===== config.mk =====
export PLATFORM = sky130hd
export DESIGN_NAME = game_timer_ctrl
export DESIGN_NICKNAME = d
export VERILOG_FILES = /design/src/rtl/game_timer_ctrl.sv
export SDC_FILE = /design/constraint.sdc
export NUM_CORES = 1
export LEC_CHECK = 0
export ABC_AREA = 1
export CORE_MARGIN = 4
export CORE_UTILIZATION = 40
export DETAILED_ROUTE_END_ITERATION = 8
export GPL_ROUTABILITY_DRIVEN = 0
export SYNTH_ARGS = -nofsm -noshare
export SYNTH_HDL_FRONTEND = slang
export SYNTH_SLANG_ARGS = --single-unit

===== constraint.sdc =====
create_clock -name clk -period 4.7 [get_ports clk]
set_input_delay 0.94 -clock clk [delete_from_list [all_inputs] [get_ports clk]]
set_output_delay 0.94 -clock clk [all_outputs]
set_load 0.01 [all_outputs]

===== src/rtl/game_timer_ctrl.sv =====
// Round timer for a whack-a-mole style game: counts down round seconds,
// emits a mole pulse per speed period and ramps the speed level over time.
module game_timer_ctrl #(
   parameter int CLK_HZ    = 50000000,
   parameter int ROUND_SEC = 30,
   parameter int RAMP_SEC  = 10
) (
   input  logic        clk,
   input  logic        reset,
   input  logic        start,
   input  logic        stop,
   input  logic        pause,
   input  logic [1:0]  level,
   output logic [27:0] counter_max,
   output logic        mole_tick,
   output logic        sec_tick,
   output logic [5:0]  seconds_left,
   output logic [1:0]  cur_level,
   output logic [1:0]  state,
   output logic        round_done
);

   typedef enum logic [1:0] {
      ST_IDLE   = 2'd0,
      ST_RUN    = 2'd1,
      ST_PAUSED = 2'd2,
      ST_DONE   = 2'd3
   } state_t;

   localparam logic [27:0] HZ_M1     = 28'(CLK_HZ - 1);
   localparam logic [5:0]  ROUND_LEN = 6'(ROUND_SEC);
   localparam logic [5:0]  RAMP_LAST = 6'(RAMP_SEC - 1);

   // Mole period minus one for a speed level: each level halves the period.
   function automatic logic [27:0] period_m1(input logic [1:0] lvl);
      logic [27:0] hz;
      hz = 28'(CLK_HZ);
      case (lvl)
         2'd0:    return hz - 28'd1;
         2'd1:    return (hz >> 1) - 28'd1;
         2'd2:    return (hz >> 2) - 28'd1;
         2'd3:    return (hz >> 3) - 28'd1;
         default: return hz - 28'd1;
      endcase
   endfunction

   state_t      state_r,        state_s;
   logic [27:0] sec_cnt_r,      sec_cnt_s;
   logic [27:0] tick_cnt_r,     tick_cnt_s;
   logic [5:0]  ramp_cnt_r,     ramp_cnt_s;
   logic [5:0]  seconds_left_r, seconds_left_s;
   logic [1:0]  cur_level_r,    cur_level_s;
   logic        mole_tick_r,    mole_tick_s;
   logic        sec_tick_r,     sec_tick_s;
   logic        round_done_r,   round_done_s;
   logic        step_s;

   assign counter_max  = period_m1(cur_level_r);
   assign mole_tick    = mole_tick_r;
   assign sec_tick     = sec_tick_r;
   assign seconds_left = seconds_left_r;
   assign cur_level    = cur_level_r;
   assign state        = state_r;
   assign round_done   = round_done_r;

   // Next-state logic: command decode (stop > start > pause), then one counting step.
   always_comb begin
      state_s        = state_r;
      sec_cnt_s      = sec_cnt_r;
      tick_cnt_s     = tick_cnt_r;
      ramp_cnt_s     = ramp_cnt_r;
      seconds_left_s = seconds_left_r;
      cur_level_s    = cur_level_r;
      mole_tick_s    = 1'b0;
      sec_tick_s     = 1'b0;
      round_done_s   = 1'b0;
      step_s         = 1'b0;

      if (stop) begin
         state_s        = ST_IDLE;
         seconds_left_s = 6'd0;
         cur_level_s    = 2'd0;
      end else if (start && (state_r == ST_IDLE || state_r == ST_DONE)) begin
         state_s        = ST_RUN;
         cur_level_s    = level;
         seconds_left_s = ROUND_LEN;
         sec_cnt_s      = HZ_M1;
         tick_cnt_s     = period_m1(level);
         ramp_cnt_s     = 6'd0;
      end else begin
         case (state_r)
            ST_RUN: begin
               if (pause) begin
                  state_s = ST_PAUSED;
               end else begin
                  step_s = 1'b1;
               end
            end
            // Resuming edge counts, so a round is delayed by exactly the cycles pause was high.
            ST_PAUSED: begin
               if (pause) begin
                  state_s = ST_PAUSED;
               end else begin
                  step_s = 1'b1;
               end
            end
            default: begin
               state_s = state_r;
            end
         endcase
      end

      if (step_s) begin
         state_s = ST_RUN;
         // Reload uses the level in effect now, so a ramp never cuts a period short.
         if (tick_cnt_r == 28'd0) begin
            mole_tick_s = 1'b1;
            tick_cnt_s  = counter_max;
         end else begin
            tick_cnt_s  = tick_cnt_r - 28'd1;
         end
         if (sec_cnt_r == 28'd0) begin
            sec_tick_s     = 1'b1;
            sec_cnt_s      = HZ_M1;
            seconds_left_s = seconds_left_r - 6'd1;
            if (ramp_cnt_r >= RAMP_LAST) begin
               ramp_cnt_s = 6'd0;
               if (cur_level_r != 2'd3) begin
                  cur_level_s = cur_level_r + 2'd1;
               end else begin
                  cur_level_s = cur_level_r;
               end
            end else begin
               ramp_cnt_s = ramp_cnt_r + 6'd1;
            end
            if (seconds_left_r <= 6'd1) begin
               state_s        = ST_DONE;
               round_done_s   = 1'b1;
               seconds_left_s = 6'd0;
            end else begin
               state_s        = ST_RUN;
            end
         end else begin
            sec_cnt_s = sec_cnt_r - 28'd1;
         end
      end else begin
         step_s = 1'b0;
      end
   end

   // State and output registers with asynchronous active-low clear.
   always_ff @(posedge clk or negedge reset) begin
      if (!reset) begin
         state_r        <= ST_IDLE;
         sec_cnt_r      <= 28'd0;
         tick_cnt_r     <= 28'd0;
         ramp_cnt_r     <= 6'd0;
         seconds_left_r <= 6'd0;
         cur_level_r    <= 2'd0;
         mole_tick_r    <= 1'b0;
         sec_tick_r     <= 1'b0;
         round_done_r   <= 1'b0;
      end else begin
         state_r        <= state_s;
         sec_cnt_r      <= sec_cnt_s;
         tick_cnt_r     <= tick_cnt_s;
         ramp_cnt_r     <= ramp_cnt_s;
         seconds_left_r <= seconds_left_s;
         cur_level_r    <= cur_level_s;
         mole_tick_r    <= mole_tick_s;
         sec_tick_r     <= sec_tick_s;
         round_done_r   <= round_done_s;
      end
   end

endmodule


==> metrics.txt <==
# Post-CTS Setup Buffers=0; CP dominant cell by count=nand2_1; Data required, critical path=4.91 ns; number of buffers added on ports=36; drt wl/cell=roughly 14 microns; CTS tree=yes; xor and xnor area share after synthesis=0.03499; Ports=48; Max Fanout on Critical Path=52; Crit-path slowest cell=nand2_2; Setup Skew=0.007705 ns; DRT iter0 DRCs=roughly 330; RSZ-0062 raised after global routing=false; Period Utilization, post-route=0.6608; CP max stage delay=between 0.6 and 0.7 ns; crit end category=register; crit path cell chain=clkdlybuf4s50_1 -> inv_2 -> nand2_1 -> nand2_2 -> nand2_1 -> nand3_1; Residual DRC=0; Final ANT Viol Nets=0; Via density=roughly 5.1; worst skew pair latency=between 0.3 and 0.4 ns; core box area=between 0.01 and 0.015 sq mm; # H-tree levels=3; register area share after synthesis=0.3571; Ys Warns=0; largest family of logic cells by synthesized area=simple AND/OR/NAND/NOR gates; GRT Resource Usage Total=0.1872; Max Cap Viol=0; area delta synth->final=14.00%; post-synthesis compound-gate area fraction=0.07903; measured slew at the worst slew-check pin=~0.99 ns; clk root buf=clkbuf_16; DRT Pass-1 Iters=6; post-synthesis mux area share=0; Area contributors post-synth=dfrtp_1 36%, nand2_1 13%, nor2_1 8.9%, inv_1 5.4%, nand3_1 4.9%; HPWL Detailed=approximately 9.6 mm; post-synth top area share=0.3571; Syn Area/Cell=7.074 sq um; HP Class=register to register; fmax=0.3220 GHz; Synth Cell Area=0.005256 sq mm; clock-pin slew on the worst setup and hold paths=0.06 ns; CP delay by family, top=simple AND/OR/NAND/NOR gates; initial core utilization=0.4132; clock sink count=75; LEAKAGE=2.631 nW; Setup TNS=0 ns; DIE AREA=0.01504 sq mm; Longest Clk Path Bufs=2; Yosys top cell by area=dfrtp_1; CTS Hold Bufs=0; worst setup path class=input pin to register; Yosys cell types=38; final wirelength=13.15 mm; chip width=122.6 microns; final worst slack=1.594 ns; TritonCTS Buffers=9; Final Hold Fails=0; critical path arrival=3.32 ns; post-route minimum period=about 3.1 ns; GRT overflow=0; Tot Pwr=2.357 mW; Adder-Cell Fraction of Synth Area=0.03809; NumNets Final=796; ant diodes=0; Syn Inst Count=about 740; sum of buffers and inverters on the critical path=2; via count=4805; PwrDens=393.4 mW/mm^2; count of pins over their slew limit=0; Core Rows=41; Final Instance Area=0.005992 sq mm; number of global-route vias before repair=4784; Seq cells post-synth=75; final setup fails=0; share of cells above drive strength 1=0.09126; Relative slew margins=0.3398; pin count of the biggest net entering global routing=76; Max VDD drop=approximately 0.00027 V; Resized Gates After CTS=0; initial antenna violation count=0; Post-Place Setup Slack=1.219 ns; first-pass GRT wire length=around 22 mm; die height=~120 microns; outcome=finished clean; crit start category=input pin; post-synthesis simple-gate area fraction=0.3866; Post-DP Area=0.005673 sq mm
[synthesized netlist by cell type]
library cell / instances
dfrtp_1: 75
nand2_2: 8
nor2_8: 1
inv_4: 2
nor2_4: 8
nand4_1: 16
nand3_1: 51
o211ai_1: 2
clkbuf_1: 1
xor2_1: 19
a31oi_1: 2
nor2_2: 11
o31ai_1: 2
a21oi_1: 11
conb_1: 2
nor3_2: 1
inv_1: 76
inv_2: 10
buf_4: 19
nand3_2: 6
or2_1: 3
o21ai_0: 22
ha_1: 16
nor3_4: 3
nand2_1: 179
buf_2: 5
buf_6: 3
nand2_4: 2
o22ai_1: 8
nor3_1: 11
nand2_8: 1
o21ai_1: 27
or2_0: 3
nor2_1: 125
nand3b_1: 7
o21a_1: 1
o21bai_1: 2
xnor2_1: 2
[logic make-up after synthesis]
family	after synthesis
fa+ha+maj	16
simple gates	436
other cells	2
compound gates	77
flops	75
xor+xnor	21
buf+inv	116
[stage by stage]
step	util	hold WS (ns)	instances
after floorplan	-	0.4653	752
after global placement	0.4459	0.4827	934
after detailed placement	0.4459	0.4854	934
after CTS	0.4710	0.4959	950
after global routing	0.4710	0.5012	950
final	0.4710	0.4978	950
[power by group]
part | switching, mW | internal (mW)
Sequential | 0.150 | 0.757
Clock | 0.292 | 0.466
Combinational | 0.438 | 0.255
[layout by cell type, fill, tap and decap left out, drive strengths merged, types with 15 or more instances in the layout]
cell type | synthesis | final
nand2 | 190 | 190
ha | 16 | 16
nor2 | 145 | 145
nand4 | 16 | 16
clkdlybuf4s50 | 0 | 35
nor3 | 15 | 15
dfrtp | 75 | 75
xor2 | 19 | 19
inv | 88 | 88
nand3 | 57 | 57
o21ai | 49 | 49
[path summary, 6_finish.rpt]
check,from,end,slack (ns),cells past startpoint
max reg2reg,state[0],tick_cnt_r[12],2.27,8
min in group asynchronous,reset,mole_tick,0.73,1
min,ramp_cnt_r[5],ramp_cnt_r[5],0.50,2
max,stop,tick_cnt_r[12],1.59,6
max in group asynchronous,reset,sec_cnt_r[13],3.30,1
min reg2reg,ramp_cnt_r[5],ramp_cnt_r[5],0.50,2
[cell type report]
cell class                 instances  area [sq um]
tap                              172         215.2
sequential                        75          1877
inverter                          88         335.3
timing repair buffer              38         372.9
clock inverter                     6         90.09
clock buffer                      10         229.0
multi-input combinational        561          2873
fill                            1339          6730
[worst register-to-register path: stages, from the launching register on]
cell	delay, ns
dfrtp_1	0.41
inv_1	0.07
nand2_1	0.05
nand2_2	0.11
nor2_1	0.05
nand2_1	0.38
nand2_2	0.68
nand2_1	0.43
nand3_1	0.12
[metal layers]
metal / track usage / wire length, microns
met1: 0.2346 / 6013
met2: 0.3222 / 6373
met3: 0.04608 / 512
met4: 0.05038 / 255
met5: 0 / 0
[flip-flops by register name, summed over array words and instances, names as in the netlist]
name          flops
sec_tick          1
mole_tick         1
state             2
sec_cnt_r        28
ramp_cnt_r        6
round_done        1
seconds_left      6
cur_level         2
tick_cnt_r       28
(Power assumes the default switching activity.)
